--- src/rtl/vga_pkg.sv ---
// Shared VGA timing constants (640x480@60) and counter width helpers.
package vga_pkg;

  localparam int unsigned VGA_H_ACTIVE = 640;
  localparam int unsigned VGA_H_FP     = 16;
  localparam int unsigned VGA_H_SYNC   = 96;
  localparam int unsigned VGA_H_BP     = 48;

  localparam int unsigned VGA_V_ACTIVE = 480;
  localparam int unsigned VGA_V_FP     = 10;
  localparam int unsigned VGA_V_SYNC   = 2;
  localparam int unsigned VGA_V_BP     = 33;

  // Raw per-tick timing flags carried through the alignment pipeline.
  typedef struct packed {
    logic hs;
    logic vs;
    logic act;
  } vga_raw_t;

  // Bits needed to hold the value n itself, so a compare against a segment
  // end equal to the total never truncates.
  function automatic int unsigned bits_for(input int unsigned n);
    return (n < 2) ? 1 : $clog2(n + 1);
  endfunction

endpackage

--- src/rtl/vga_delay_line.sv ---
// Tick-enabled shift register used to align timing flags with read data.
module vga_delay_line
  import vga_pkg::*;
#(
  parameter int unsigned WIDTH = 1,
  parameter int unsigned DEPTH = 1
) (
  input  logic             i_clk,
  input  logic             i_rst_n,
  input  logic             i_en,
  input  logic [WIDTH-1:0] i_d,
  output logic [WIDTH-1:0] o_q
);

  generate
    if (DEPTH == 0) begin : g_pass
      assign o_q = i_d;
    end else begin : g_pipe
      logic [WIDTH-1:0] r_stage [DEPTH];

      // Shift one stage per enable; reset flushes every stage to zero.
      always_ff @(posedge i_clk) begin
        if (!i_rst_n) begin
          for (int unsigned i = 0; i < DEPTH; i++) r_stage[i] <= '0;
        end else if (i_en) begin
          r_stage[0] <= i_d;
          for (int unsigned i = 1; i < DEPTH; i++) r_stage[i] <= r_stage[i-1];
        end
      end

      assign o_q = r_stage[DEPTH-1];
    end
  endgenerate

endmodule

--- src/rtl/vga_timing_ctrl.sv ---
// VGA timing generator with framebuffer read addressing and aligned colour output.
module vga_timing_ctrl
  import vga_pkg::*;
#(
  parameter int unsigned CLK_DIV  = 4,
  parameter int unsigned H_ACTIVE = VGA_H_ACTIVE,
  parameter int unsigned H_FP     = VGA_H_FP,
  parameter int unsigned H_SYNC   = VGA_H_SYNC,
  parameter int unsigned H_BP     = VGA_H_BP,
  parameter int unsigned V_ACTIVE = VGA_V_ACTIVE,
  parameter int unsigned V_FP     = VGA_V_FP,
  parameter int unsigned V_SYNC   = VGA_V_SYNC,
  parameter int unsigned V_BP     = VGA_V_BP,
  parameter bit          HS_POL   = 1'b0,
  parameter bit          VS_POL   = 1'b0,
  parameter int unsigned DATA_W   = 12,
  parameter int unsigned ADDR_W   = 19,
  parameter int unsigned RD_LAT   = 1
) (
  input  logic              clk,
  input  logic              rst_n,
  input  logic              video_en,
  input  logic [DATA_W-1:0] pix_data,
  output logic [ADDR_W-1:0] pix_addr,
  output logic              pix_rd_en,
  output logic              hsync,
  output logic              vsync,
  output logic              de,
  output logic [DATA_W-1:0] rgb_out,
  output logic              frame_start
);

  localparam int unsigned H_TOTAL = H_ACTIVE + H_FP + H_SYNC + H_BP;
  localparam int unsigned V_TOTAL = V_ACTIVE + V_FP + V_SYNC + V_BP;
  localparam int unsigned DIV_W   = bits_for(CLK_DIV - 1);
  localparam int unsigned HW      = bits_for(H_TOTAL);
  localparam int unsigned VW      = bits_for(V_TOTAL);

  localparam logic [DIV_W-1:0] DIV_LAST = DIV_W'(CLK_DIV - 1);
  localparam logic [HW-1:0]    H_LAST   = HW'(H_TOTAL - 1);
  localparam logic [HW-1:0]    H_ACT    = HW'(H_ACTIVE);
  localparam logic [HW-1:0]    H_SS     = HW'(H_ACTIVE + H_FP);
  localparam logic [HW-1:0]    H_SE     = HW'(H_ACTIVE + H_FP + H_SYNC);
  localparam logic [VW-1:0]    V_LAST   = VW'(V_TOTAL - 1);
  localparam logic [VW-1:0]    V_ACT    = VW'(V_ACTIVE);
  localparam logic [VW-1:0]    V_SS     = VW'(V_ACTIVE + V_FP);
  localparam logic [VW-1:0]    V_SE     = VW'(V_ACTIVE + V_FP + V_SYNC);

  logic [DIV_W-1:0]  r_div;
  logic [HW-1:0]     r_h;
  logic [VW-1:0]     r_v;
  logic [ADDR_W-1:0] r_addr;
  logic              r_hsync;
  logic              r_vsync;
  logic              r_de;
  logic [DATA_W-1:0] r_rgb;

  logic              w_tick;
  logic              w_h_last;
  logic              w_v_last;
  vga_raw_t          w_raw;
  vga_raw_t          w_dly;

  // Gated by rst_n so no strobe escapes while reset is held (CLK_DIV=1 case).
  assign w_tick   = rst_n && (r_div == DIV_LAST);
  assign w_h_last = (r_h == H_LAST);
  assign w_v_last = (r_v == V_LAST);

  assign w_raw.hs  = (r_h >= H_SS) && (r_h < H_SE);
  assign w_raw.vs  = (r_v >= V_SS) && (r_v < V_SE);
  assign w_raw.act = (r_h < H_ACT) && (r_v < V_ACT);

  assign pix_rd_en   = w_tick && w_raw.act;
  assign frame_start = w_tick && (r_h == '0) && (r_v == '0);
  assign pix_addr    = r_addr;
  assign hsync       = r_hsync;
  assign vsync       = r_vsync;
  assign de          = r_de;
  assign rgb_out     = r_rgb;

  // Pixel tick divider: counts 0..CLK_DIV-1.
  always_ff @(posedge clk) begin
    if (!rst_n)               r_div <= '0;
    else if (r_div == DIV_LAST) r_div <= '0;
    else                      r_div <= r_div + DIV_W'(1);
  end

  // Horizontal and vertical position counters, advanced per tick.
  always_ff @(posedge clk) begin
    if (!rst_n) begin
      r_h <= '0;
      r_v <= '0;
    end else if (w_tick) begin
      if (w_h_last) begin
        r_h <= '0;
        r_v <= w_v_last ? '0 : r_v + VW'(1);
      end else begin
        r_h <= r_h + HW'(1);
      end
    end
  end

  // Incremental framebuffer address: +1 per read, cleared on the last tick of a frame.
  always_ff @(posedge clk) begin
    if (!rst_n) begin
      r_addr <= '0;
    end else if (w_tick) begin
      if (w_h_last && w_v_last) r_addr <= '0;
      else if (w_raw.act)       r_addr <= r_addr + ADDR_W'(1);
    end
  end

  // RD_LAT stages here plus the output register below give RD_LAT+1 ticks total.
  vga_delay_line #(
    .WIDTH ($bits(vga_raw_t)),
    .DEPTH (RD_LAT)
  ) u_align (
    .i_clk   (clk),
    .i_rst_n (rst_n),
    .i_en    (w_tick),
    .i_d     (w_raw),
    .o_q     (w_dly)
  );

  // Output register: syncs at configured polarity, colour blanked outside active or when disabled.
  always_ff @(posedge clk) begin
    if (!rst_n) begin
      r_hsync <= ~HS_POL;
      r_vsync <= ~VS_POL;
      r_de    <= 1'b0;
      r_rgb   <= '0;
    end else if (w_tick) begin
      r_hsync <= w_dly.hs ? HS_POL : ~HS_POL;
      r_vsync <= w_dly.vs ? VS_POL : ~VS_POL;
      r_de    <= w_dly.act;
      r_rgb   <= (w_dly.act && video_en) ? pix_data : '0;
    end
  end

endmodule
--- config.mk ---
export PLATFORM = sky130hd
export DESIGN_NAME = vga_timing_ctrl
export DESIGN_NICKNAME = d
export VERILOG_FILES = /design/src/rtl/vga_pkg.sv /design/src/rtl/vga_delay_line.sv /design/src/rtl/vga_timing_ctrl.sv
export SDC_FILE = /design/constraint.sdc
export NUM_CORES = 1
export LEC_CHECK = 0
export CAP_MARGIN = 25
export CORE_ASPECT_RATIO = 0.6
export CORE_MARGIN = 8
export CORE_UTILIZATION = 55
export DETAILED_ROUTE_END_ITERATION = 8
export PLACE_DENSITY = 0.84
export SETUP_SLACK_MARGIN = 0.2
export SLEW_MARGIN = 20
export SYNTH_ARGS = -nofsm -noshare
export SYNTH_HDL_FRONTEND = slang
export SYNTH_SLANG_ARGS = --single-unit
--- constraint.sdc ---
create_clock -name clk -period 4.4 [get_ports clk]
set_input_delay 1.1 -clock clk [delete_from_list [all_inputs] [get_ports clk]]
set_output_delay 1.1 -clock clk [all_outputs]
set_load 0.01 [all_outputs]
==> flow_metrics.py <==
metrics = {
    "critical_path": {
        "ff2ff_setup_slack_ns": 1.50,
        "arrival_ns": 2.94,
        "critical_path_required_ns": 3.30,
        "cp-start-kind": "input pin",
        "r2r_cells": 8,
        "cp_max_fo": 4,
        "reg2reg_from": "r_div[0]",
        "crit_path_end_kind": "output pin",
        "r2r_end": "pix_addr[11]",
        "critPathKind": "in2out",
    },
    "clock_tree": {
        "holdBufCountCts": 0,
        "cts_buffer_depth": 2,
        "numCtsBuffers": 9,
        "path_clk_slew_ns": 0.06,
        "cts_resized": 0,
        "cts_root_buf": "clkbuf_8",
        "clk_latency_ns": 0.35,
        "post_cts_buffers": 0,
        "cts_tree": "yes",
        "clkSinkCount": 59,
        "h-tree-depth": 3,
    },
    "sta": {
        "slew_headroom": 0.322,
        "fmax_mhz": 248,
        "holdWs_ns": 0.443,
        "drv_slew": 0,
        "fin_crit_ns": 4.04,
        "finalSetupTns_ns": 0,
        "fin_ws_ns": 0.364,
        "rsz0062_at_grt": "false",
        "period_share": 0.917,
        "worstMarginPinSlew_ns": 1.01,
        "hold_viol_final": 0,
        "clock_skew_ns": 0.0113,
        "setup_viol": 0,
    },
    "global_route": {
        "overflow": 0,
        "grt_start_max_net_pins": 19,
        "grt_pass1_wl_mm": 11.7,
        "antenna_found_initial": 0,
        "track_usage": 0.194,
        "grt_pass1_vias": 2343,
    },
    "pwr": {
        "fin_total_pwr_mw": 1.08,
        "p_leak_nw": 1.20,
        "vdd_drop_max_v": 0.000228,
        "cellPowerDensity_nw_per_um2": 315,
    },
    "yosys": {
        "ys_ff_latch": 59,
        "synth_area_um2": 2670,
        "synth_edf_count": 3,
        "synth_nets": 327,
        "syn_avg_cell_area_um2": 8.74,
        "synth_flop_cell": "dfxtp_1",
        "synth.distinct_cells": 43,
        "syn_inst": 305,
        "synth_top_area_share": 0.420,
        "synth_warnings": 0,
        "synthArstFlopShare": 0,
        "yosysTopAreaCell": "dfxtp_1",
        "ys_seq_area_frac": 0.454,
        "synth.area.top_cells": "dfxtp_1 (42%), nor2_1 (5.2%), a21oi_1 (4.1%), a22o_1 (3.9%), xor2_1 (3.9%)",
    },
    "floorplan": {
        "die-area_um2": 7400,
        "rows": 19,
        "die_x_um": 106,
        "initial_utilization": 0.578,
        "core_um2": 4610,
        "die_h_um": 69.9,
        "io_pins": 51,
    },
    "cells_and_area": {
        "area_growth_pct": 28.3,
        "fin_nets": 381,
        "drive_above_1_share": 0.0824,
        "n_antenna_cell": 0,
    },
    "detailed_routing": {
        "initialDrtViolationCount": 270,
        "route.detailed.wl_per_inst_um": 16.9,
        "met3_length_um": 781,
        "via_count": 2563,
        "vias_per_cell": 6.00,
        "drc": 0,
        "postRouteAntennaNets": 0,
        "dr_wl_met2_mm": 3.12,
        "drt-met1-wl_mm": 3.20,
        "dr.pass1.iters": 5,
        "top_layer": "met4",
        "routed_wl_mm": 7.20,
    },
    "min_path": {
        "hold_path_depth": 1,
        "whs_endpoint": "r_div[0]",
        "min-delay-start": "r_div[0]",
        "hold_class": "reg2reg",
    },
    "place": {
        "place_congestion": 0.872,
        "hpwlAfterDp_mm": 4.96,
        "dp_slack_ns": 0.387,
        "port_buffers": 50,
    },
    "flow_run": {
        "cap_violations": 0,
    },
    "outcome": {
        "status": "completed",
    },
}
[kinds of logic (layout without fill, tap and decap cells)]
logic type	after synthesis	in the layout	share of synthesized area
xor+xnor	13	13	0.0427
buf+inv	24	83	0.0385
compound gates	74	74	0.176
flops	59	59	0.454
fa+ha+maj	7	7	0.0328
simple gates	126	126	0.249
mux	2	2	0.00751
[layer usage]
metal,GRT usage,vias to the layer above
li1,-,1219
met5,0,-
met4,0.0915,0
met2,0.283,138
met3,0.0687,12
met1,0.250,1194
[stage by stage]
step                cells  instance area, um^2   util
floorplan             305                 2670      -
global placement      411                 3230  0.700
detailed placement    411                 3230  0.700
CTS                   427                 3420  0.742
global route          427                 3420  0.742
finish                427                 3420  0.742
[state kept, by name, indices dropped and copies added (netlist names)]
register / cells
r_h: 10
r_v: 10
de: 1
hsync: 1
rgb_out: 12
u_align.g_pipe.r_stage: 3
r_div: 2
pix_addr: 19
vsync: 1
[worst max-delay path by stage]
stage / startpoint / endpoint / slack (ns) / cells past startpoint
final: rst_n / pix_rd_en / 0.36 / 5
after global routing: rst_n / frame_start / 0.26 / 7
after CTS: rst_n / pix_rd_en / 0.38 / 5
after detailed placement: rst_n / pix_rd_en / 0.39 / 5
after global placement: rst_n / pix_rd_en / 0.40 / 5
after floorplan: rst_n / pix_rd_en / 1.23 / 5
[cell usage in the layout (no fill, tap or decap), types with 7 or more instances in the layout]
cell	instances
ha_1	7
or3_1	8
nand2_1	22
a31oi_1	7
inv_1	10
nand4_1	10
a21oi_1	22
nand3_1	17
dfxtp_1	56
nor2_1	37
o21ai_0	19
clkdlybuf4s50_1	50
a22o_1	12
clkbuf_8	10
xor2_1	12
[critical path: stages]
cell and delay (ns):
clkdlybuf4s50_1 0.49, nand2_1 0.11, or4b_1 0.61, clkinv_2 0.09
clkdlybuf4s50_1 0.53
[power breakdown]
part	internal (mW)	switching, mW
sequential	0.545	0.00401
clock	0.254	0.218
combinational	0.0261	0.0309
[cells in the mapped netlist (2+ instances only)]
master    count
xor2_1       12
ha_1          7
a211oi_1      5
and3_1        6
nor3_1        4
dfxtp_1      56
or3_1         8
nand2_1      22
mux2i_1       2
inv_1        10
clkbuf_1      7
o221a_2       2
and4_1        2
o21ai_0      19
or4b_1        2
a21oi_1      22
buf_1         2
nor4_1        6
nand4_1      10
a22o_1       12
a22oi_1       4
nor2_1       37
edfxtp_1      3
a31oi_1       7
nand3_1      17
nor3_4        2
buf_2         3
[final cells by class]
type	instances	area, um^2
clock buffer	13	170
clock inverter	3	21.3
fill	362	1190
inverter	11	42.5
multi-input combinational	222	1350
sequential	59	1210
tap	63	78.8
timing repair buffer	56	546
Note: power is estimated with default switching activity, not from simulation.
